===== src/rtl/wm_cycle_sequencer.sv =====
// Wash cycle sequencer: walks a hard-wired wash program over the actuator
// command bus, holding each step until done, error or timeout.
module wm_cycle_sequencer #(
    parameter int unsigned TIMEOUT_CYC = 1000,
    parameter int unsigned TO_W        = 16
) (
    input  logic       clk,
    input  logic       rst,
    input  logic       start_i,
    input  logic [1:0] prog_sel_i,
    input  logic       pause_i,
    input  logic       clr_fault_i,
    input  logic [7:0] rsp_data_i,
    input  logic [7:0] rsp_status_i,
    output logic [2:0] cmd_ctrl_o,
    output logic [7:0] cmd_data_o,
    output logic       busy_o,
    output logic       done_o,
    output logic       fault_o,
    output logic [1:0] fault_code_o,
    output logic [2:0] step_idx_o,
    output logic [7:0] last_rsp_o
);

    localparam int unsigned CTRL_W = 3;
    localparam int unsigned DATA_W = 8;
    localparam int unsigned STEP_W = 3;
    localparam int unsigned ENTRY_W = CTRL_W + DATA_W;

    localparam logic [CTRL_W-1:0] CTRL_NOP   = 3'd0;
    localparam logic [CTRL_W-1:0] CTRL_FILL  = 3'd1;
    localparam logic [CTRL_W-1:0] CTRL_WASH  = 3'd2;
    localparam logic [CTRL_W-1:0] CTRL_DRAIN = 3'd3;
    localparam logic [CTRL_W-1:0] CTRL_RINSE = 3'd4;
    localparam logic [CTRL_W-1:0] CTRL_SPIN  = 3'd5;
    localparam logic [CTRL_W-1:0] CTRL_STOP  = 3'd6;
    localparam logic [CTRL_W-1:0] CTRL_PAUSE = 3'd7;

    localparam logic [1:0] FC_NONE = 2'd0;
    localparam logic [1:0] FC_ERR  = 2'd1;
    localparam logic [1:0] FC_TO   = 2'd2;

    localparam logic [TO_W-1:0] TO_LAST = TO_W'(TIMEOUT_CYC - 1);

    typedef enum logic [2:0] {
        S_IDLE  = 3'd0,
        S_RUN   = 3'd1,
        S_GAP   = 3'd2,
        S_ABORT = 3'd3,
        S_FAULT = 3'd4
    } state_e;

    // Program table lookup: {ctrl, data} for a given program and step.
    function automatic logic [ENTRY_W-1:0] step_entry(input logic [1:0] prog,
                                                      input logic [STEP_W-1:0] idx);
        logic [ENTRY_W-1:0] e;
        e = '0;
        case ({prog, idx})
            5'b00_000: e = {CTRL_FILL,  8'h40};
            5'b00_001: e = {CTRL_WASH,  8'h05};
            5'b00_010: e = {CTRL_DRAIN, 8'h00};
            5'b00_011: e = {CTRL_SPIN,  8'h80};
            5'b01_000: e = {CTRL_FILL,  8'h80};
            5'b01_001: e = {CTRL_WASH,  8'h0F};
            5'b01_010: e = {CTRL_DRAIN, 8'h00};
            5'b01_011: e = {CTRL_RINSE, 8'h80};
            5'b01_100: e = {CTRL_DRAIN, 8'h00};
            5'b01_101: e = {CTRL_SPIN,  8'hC0};
            5'b10_000: e = {CTRL_FILL,  8'hFF};
            5'b10_001: e = {CTRL_WASH,  8'h1E};
            5'b10_010: e = {CTRL_DRAIN, 8'h00};
            5'b10_011: e = {CTRL_RINSE, 8'hFF};
            5'b10_100: e = {CTRL_DRAIN, 8'h00};
            5'b10_101: e = {CTRL_SPIN,  8'hFF};
            5'b11_000: e = {CTRL_RINSE, 8'h80};
            5'b11_001: e = {CTRL_DRAIN, 8'h00};
            5'b11_010: e = {CTRL_SPIN,  8'hC0};
            default:   e = '0;
        endcase
        return e;
    endfunction

    // Index of the final step of each program.
    function automatic logic [STEP_W-1:0] last_step(input logic [1:0] prog);
        logic [STEP_W-1:0] l;
        case (prog)
            2'd0:    l = 3'd3;
            2'd1:    l = 3'd5;
            2'd2:    l = 3'd5;
            default: l = 3'd2;
        endcase
        return l;
    endfunction

    state_e              state_q, state_d;
    logic [CTRL_W-1:0]   ctrl_q, ctrl_d;
    logic [DATA_W-1:0]   data_q, data_d;
    logic                busy_q, busy_d;
    logic                done_q, done_d;
    logic                fault_q, fault_d;
    logic [1:0]          code_q, code_d;
    logic [STEP_W-1:0]   step_q, step_d;
    logic [DATA_W-1:0]   last_q, last_d;
    logic [1:0]          prog_q, prog_d;
    logic [TO_W-1:0]     cnt_q, cnt_d;

    // Only done (bit0) and error (bit7) carry meaning on the status bus.
    logic unused_status;
    assign unused_status = ^rsp_status_i[6:1];

    // State and registered-output flops.
    always_ff @(posedge clk or posedge rst) begin
        if (rst) begin
            state_q <= S_IDLE;
            ctrl_q  <= CTRL_NOP;
            data_q  <= '0;
            busy_q  <= 1'b0;
            done_q  <= 1'b0;
            fault_q <= 1'b0;
            code_q  <= FC_NONE;
            step_q  <= '0;
            last_q  <= '0;
            prog_q  <= '0;
            cnt_q   <= '0;
        end else begin
            state_q <= state_d;
            ctrl_q  <= ctrl_d;
            data_q  <= data_d;
            busy_q  <= busy_d;
            done_q  <= done_d;
            fault_q <= fault_d;
            code_q  <= code_d;
            step_q  <= step_d;
            last_q  <= last_d;
            prog_q  <= prog_d;
            cnt_q   <= cnt_d;
        end
    end

    // Next-state and next-output logic; outputs are computed for the state being entered.
    always_comb begin
        state_d = state_q;
        ctrl_d  = ctrl_q;
        data_d  = data_q;
        busy_d  = busy_q;
        done_d  = 1'b0;
        fault_d = fault_q;
        code_d  = code_q;
        step_d  = step_q;
        last_d  = last_q;
        prog_d  = prog_q;
        cnt_d   = cnt_q;

        case (state_q)
            S_IDLE: begin
                ctrl_d = CTRL_NOP;
                data_d = '0;
                if (start_i) begin
                    state_d          = S_RUN;
                    prog_d           = prog_sel_i;
                    step_d           = '0;
                    cnt_d            = '0;
                    busy_d           = 1'b1;
                    {ctrl_d, data_d} = step_entry(prog_sel_i, '0);
                end
            end
            S_RUN: begin
                if (rsp_status_i[7]) begin
                    state_d = S_ABORT;
                    code_d  = FC_ERR;
                    ctrl_d  = CTRL_STOP;
                    data_d  = '0;
                    cnt_d   = '0;
                end else if (pause_i) begin
                    ctrl_d = CTRL_PAUSE;
                end else if (rsp_status_i[0]) begin
                    state_d = S_GAP;
                    last_d  = rsp_data_i;
                    ctrl_d  = CTRL_NOP;
                    data_d  = '0;
                    cnt_d   = '0;
                end else if (cnt_q == TO_LAST) begin
                    state_d = S_ABORT;
                    code_d  = FC_TO;
                    ctrl_d  = CTRL_STOP;
                    data_d  = '0;
                    cnt_d   = '0;
                end else begin
                    cnt_d            = cnt_q + TO_W'(1);
                    {ctrl_d, data_d} = step_entry(prog_q, step_q);
                end
            end
            S_GAP: begin
                cnt_d = '0;
                if (step_q == last_step(prog_q)) begin
                    state_d = S_IDLE;
                    done_d  = 1'b1;
                    busy_d  = 1'b0;
                    step_d  = '0;
                    ctrl_d  = CTRL_NOP;
                    data_d  = '0;
                end else begin
                    state_d          = S_RUN;
                    step_d           = step_q + 3'd1;
                    {ctrl_d, data_d} = step_entry(prog_q, step_q + 3'd1);
                end
            end
            S_ABORT: begin
                state_d = S_FAULT;
                busy_d  = 1'b0;
                fault_d = 1'b1;
                ctrl_d  = CTRL_NOP;
                data_d  = '0;
            end
            S_FAULT: begin
                ctrl_d = CTRL_NOP;
                data_d = '0;
                if (clr_fault_i) begin
                    state_d = S_IDLE;
                    fault_d = 1'b0;
                    code_d  = FC_NONE;
                    step_d  = '0;
                end
            end
            default: begin
                state_d = S_IDLE;
                ctrl_d  = CTRL_NOP;
                data_d  = '0;
                busy_d  = 1'b0;
                fault_d = 1'b0;
            end
        endcase
    end

    assign cmd_ctrl_o   = ctrl_q;
    assign cmd_data_o   = data_q;
    assign busy_o       = busy_q;
    assign done_o       = done_q;
    assign fault_o      = fault_q;
    assign fault_code_o = code_q;
    assign step_idx_o   = step_q;
    assign last_rsp_o   = last_q;

endmodule

===== config.mk =====
export PLATFORM = sky130hd
export DESIGN_NAME = wm_cycle_sequencer
export DESIGN_NICKNAME = d
export VERILOG_FILES = /design/src/rtl/wm_cycle_sequencer.sv
export SDC_FILE = /design/constraint.sdc
export NUM_CORES = 1
export LEC_CHECK = 0
export BUFFER_PORTS_ARGS = -buffer_cell sky130_fd_sc_hd__buf_2
export CAP_MARGIN = 10
export CORE_AREA = 3 3 92 94
export DETAILED_ROUTE_END_ITERATION = 12
export DIE_AREA = 0 0 95 97
export HOLD_SLACK_MARGIN = 0.06
export SYNTH_ARGS = -nofsm -noshare
export SYNTH_HDL_FRONTEND = slang
export SYNTH_SLANG_ARGS = --single-unit

===== constraint.sdc =====
create_clock -name clk -period 2.5 [get_ports clk]
set_input_delay 0.125 -clock clk [delete_from_list [all_inputs] [get_ports clk]]
set_output_delay 0.125 -clock clk [all_outputs]
set_load 0.1 [all_outputs]

==> flow_summary.toml, run 1 <==
[timing]
rsz0062_at_grt = "false"
final-max-slew-violation-count = 0
final-hold-violation-count = 0
worstMarginPinSlew_ns = 0.496
fin_crit_sh_pct = 86.4
post-route-min-period_ns = 2.16
setup_viol = 0
fin_setup_tns_ns = 0
fmax_mhz = 463
relSlewSlack_pct = 67.2
finalClockSkew_ns = 0.00931

[final_layout]
fin_nets = 424
antenna_cells = 0
final_common_cell = "dfrtp_1"
final_cell_mix = "dfrtp_1, buf_2, nor2_1, nand2_1, o21ai_0"
nFillCells = 741
drive_above_1_share_pct = 21.7
syn_to_final_growth_pct = 17.4

[yosys]
ys_types = 60
synthFlopType = "dfrtp_1"
synth_area_mm2 = 0.00307
yosysWarnings = 0
async_flop_share_pct = 100
synth_cells = 342
ys_seq_area_share_pct = 38.3
synth_seq_cells = 47
avgSynthCellArea_um2 = 8.98
syn_nets = 375
synth_edf_count = 0

[die]
die_w_um = 95
floorplan.die_area_mm2 = 0.00922
ioPinCount = 50
rows = 32
fp.coreArea_mm2 = 0.00773
start_util_pct = 39.8
die_y_um = 97

[routing]
wl_per_cell_um = 14.8
post-route-drc-count = 0
wl_um = 7330
antenna_left = 0
vias = 2712
dr.pass1.iters = 6
via_per_inst = 5.49
drt_iter0_markers = 270

[place]
hpwl_um = 5370
io_buffers = 43
gp_congestion = 0.874

[global_routing]
track_usage_pct = 17.1
antenna_found_initial = 0
grt_pass1_vias = 2610
grt_max_degree = 27
grt_overflow = 0
grt_pass1_wl_um = 12800

[worst_setup_path]
crit_fanout = 9
crit_chain = "inv_1, ha_1, nor2b_1, or4b_1, o31ai_1, a21oi_1, o221ai_1"
cp.arrival_ns = 2.37
path_delay_family = "simple AND/OR/NAND/NOR gates"
worstPathRequired_ns = 2.71
cp-end-kind = "register"
criticalPathCategory = "register to register"
cpMaxStageDelayCell = "or4b_1"
crit_path_max_incr_delay_ns = 0.54
start_kind = "register"
path_buf_inv = 1

[flow_run]
maxCapViolations = 0

[hold_path]
min_path_type = "input port to register"

[clock_network]
cts.sinks = 47
htreeDepth = 2
clockBufferDepth = 2
cts_buffers = 5
clk_latency_ns = 0.30
tritoncts = "built"
cts_setup_buffers = 0
cts-root-buf = "clkbuf_8"
clkTransAtPathRegs_ns = 0.09

[run_status]
outcome = "completed"
-- logic make-up after synthesis --
logic type	synth area share [%]
AND/OR/NAND/NOR	24.5
AO/OA/AOI/OAI	18.3
flip-flops	38.3
buffers and inverters	4.89
XOR/XNOR	4.81
multiplexers	5.13
adder cells (fa/ha/maj)	4.07
-- final cells by class --
class / count / area (um^2) / share of cell area (%)
multi-input cells: 263 / 1750 / 48.4
flip-flops and latches: 47 / 1180 / 32.7
repair buffers: 63 / 390 / 10.8
well taps: 102 / 128 / 3.54
clock buffers: 6 / 82.6 / 2.29
inverters: 11 / 41.3 / 1.15
clock inverters: 2 / 38.8 / 1.08
-- cell usage after synthesis (2+ instances only) --
cell type  number  share of area, %
dfrtp_1        47                38
nand2_1        33               4.0
nor2_1         33               4.0
o21ai_0        19               3.1
a21oi_1        17               2.8
nand3_1        17               2.8
xor2_1         15               4.3
inv_1          11               1.3
ha_1           10               4.1
mux2_2         10               3.7
buf_2           9               1.5
clkbuf_1        9               1.1
nor2b_1         9               1.8
nor3_1          8               1.3
and3_1          7               1.4
a31oi_1         6               1.2
and2_1          6               1.2
a32oi_1         5               1.4
nand4_1         5               1.0
a22o_1          4               1.1
o211ai_1        4              0.98
a21o_1          3              0.73
and4_1          3              0.86
mux2i_1         3              0.98
nand2b_1        3              0.61
o21bai_1        3              0.73
o221ai_1        3              0.86
a211oi_1        2              0.49
a22oi_1         2              0.49
and3_4          2              0.73
buf_6           2              0.73
nand3b_1        2              0.49
o22ai_1         2              0.41
o31ai_1         2              0.49
-- what timing repair did --
item	CTS	global route
endpoints found under the hold margin	30	0
hold buffers	10	0
resized for setup	0	0
-- final timing paths --
check	end	startpoint	slack [ns]	cells after the start
max	cmd_data_o[3]	step_idx_o[1]	0.34	7
max reg2reg	cmd_data_o[3]	step_idx_o[1]	0.34	7
min reg2reg	cmd_data_o[4]	cmd_data_o[4]	0.50	2
max in group asynchronous	cmd_data_o[7]	rst	1.43	4
min in group asynchronous	last_rsp_o[3]	rst	0.37	3
min	prog_q[1]	prog_sel_i[1]	0.14	2
-- registers in the layout, indices dropped and copies added (netlist names) --
signal        flops
fault_code_o      2
done_o            1
busy_o            1
state_q           3
last_rsp_o        8
fault_o           1
cmd_ctrl_o        3
cnt_q            16
prog_q            2
step_idx_o        3
cmd_data_o        7
-- metrics by stage --
| stage | cells | instance area, um^2 | utilization (%) | setup slack (ns) | hold WS [ns] |
|---|---|---|---|---|---|
| floorplan | 342 | 3070 | - | 0.0578 | 0.214 |
| detailed placement | 476 | 3380 | 43.8 | 0.379 | 0.167 |
| CTS | 494 | 3600 | 46.6 | 0.351 | 0.127 |
| finish | 494 | 3600 | 46.6 | 0.341 | 0.135 |
| global placement | 476 | 3380 | 43.8 | 0.391 | 0.154 |
| global route | 494 | 3600 | 46.6 | 0.208 | 0.160 |
-- layer usage --
layer / wire length, um / global-route usage (%) / vias to the layer above
met4: 59 / 3.55 / 0
met3: 399 / 2.95 / 7
met2: 3210 / 24.5 / 84
met5: 0 / 0 / -
li1: - / - / 1334
met1: 3670 / 26.7 / 1287
-- worst register-to-register path, cell delays in order (launching register included) --
cell,delay (ns)
dfrtp_2,0.48
inv_1,0.21
ha_1,0.37
nor2b_1,0.11
or4b_1,0.54
o31ai_1,0.09
a21oi_1,0.10
o221ai_1,0.18
Power of run 1 is not shown: default switching activity piles up to over one toggle a cycle in this logic, so the estimate is an artifact.
==> run 2: changes to the inputs <==
CORE_AREA = 3 3 66 130   (was 3 3 92 94)
DIE_AREA = 0 0 69 133   (was 0 0 95 97)
HOLD_SLACK_MARGIN = not set   (was 0.06)
==> flow_summary.toml, run 2 (synthesized netlist as in run 1, its figures left out) <==
[timing]
worstMarginPinSlew_ns = 0.509
rsz0062_at_grt = "false"
post-route-min-period_ns = 2.10
fin_setup_tns_ns = 0
fin_crit_sh_pct = 83.9
relSlewSlack_pct = 66.3
final-max-slew-violation-count = 0
fmax_mhz = 477
finalClockSkew_ns = 0.00656
setup_viol = 0
final-hold-violation-count = 0

[routing]
drt_iter0_markers = 157
antenna_left = 0
dr.pass1.iters = 4
wl_um = 8560
vias = 2785
post-route-drc-count = 0
wl_per_cell_um = 17.8
via_per_inst = 5.79

[worst_setup_path]
start_kind = "register"
crit_path_max_incr_delay_ns = 0.58
criticalPathCategory = "register to register"
cp.arrival_ns = 2.33
crit_fanout = 13
cp-end-kind = "register"
cpMaxStageDelayCell = "dfrtp_1"
crit_chain = "or3b_1, nor3_2, and2_1, and3_4, a22o_1"
worstPathRequired_ns = 2.73

[final_layout]
largest_register_ffs = 16
multi_input_area_mm2 = 0.00175
drive_above_1_share_pct = 23.0
regArea_mm2 = 0.00118
nFillCells = 774
syn_to_final_growth_pct = 15.8
final_common_cell = "dfrtp_1"
final_cell_mix = "dfrtp_1, buf_2, nor2_1, nand2_1, o21ai_0"
regMostFlops = "cnt_q"
fin_nets = 419
antenna_cells = 0

[clock_network]
clk_latency_ns = 0.29
cts-root-buf = "clkbuf_16"
htreeDepth = 2
cts_buffers = 5
cts_setup_buffers = 0
cts.sinks = 47
tritoncts = "built"
clockBufferDepth = 2
clkTransAtPathRegs_ns = 0.07

[place]
gp_congestion = 0.949
hpwl_um = 6600
io_buffers = 43

[global_routing]
track_usage_pct = 18.9
grt_pass1_vias = 2851
grt_pass1_wl_um = 14000
antenna_found_initial = 0
grt_overflow = 0
grt_max_degree = 27

[die]
die_w_um = 69
floorplan.die_area_mm2 = 0.00918
ioPinCount = 50
rows = 45
die_y_um = 133
start_util_pct = 40.1
fp.coreArea_mm2 = 0.00766

[hold_path]
min_path_type = "input port to register"

[flow_run]
maxCapViolations = 0

[run_status]
outcome = "completed"
run 2: cell type report:
class | instances | share of cell area [%]
multi-input cells | 263 | 49.1
flip-flops and latches | 47 | 33.1
repair buffers | 58 | 9.29
clock buffers | 5 | 3.52
well taps | 94 | 3.31
inverters | 11 | 1.16
clock inverters | 3 | 0.528
run 2: path summary, 6_finish.rpt:
kind	to	depth (start not counted)	startpoint	slack, ns
hold reg to reg	cmd_data_o[0]	2	cmd_data_o[0]	0.50
setup / recovery	cnt_q[1]	5	state_q[0]	0.40
max in group asynchronous	cnt_q[7]	4	rst	1.41
min in group asynchronous	last_rsp_o[4]	3	rst	0.39
hold / removal	last_rsp_o[6]	2	rsp_data_i[6]	0.06
setup reg to reg	cnt_q[1]	5	state_q[0]	0.40
run 2: critical path, delay by kind of cell (launching register included):
family | cells | cell delay [ns]
AO/OA/AOI/OAI | 1 | 0.14
flip-flops | 1 | 0.58
AND/OR/NAND/NOR | 4 | 1.33
run 2: stage by stage:
stage               util [%]  cells  hold slack [ns]  worst slack (ns)  cell area (um^2)
floorplan                  -    342            0.214            0.0578              3070
global placement        44.4    472            0.172             0.421              3400
detailed placement      44.4    472            0.175             0.413              3400
CTS                     46.5    481           0.0548             0.405              3560
global route            46.5    481           0.0567             0.230              3560
finish                  46.5    481           0.0600             0.401              3560
run 2: metal layers:
layer	track usage [%]	up-vias	wire, um
li1	-	1320	-
met1	18.6	1357	2930
met2	35.4	79	4950
met5	0	-	0
met4	13.0	0	429
met3	2.59	29	256
run 2: what timing repair did:
item / CTS / global route
hold buffers: 1 / 0
gates resized for setup: 0 / 0
endpoints found under the hold margin: 22 / 0
Power of run 2 is left out for the same reason.
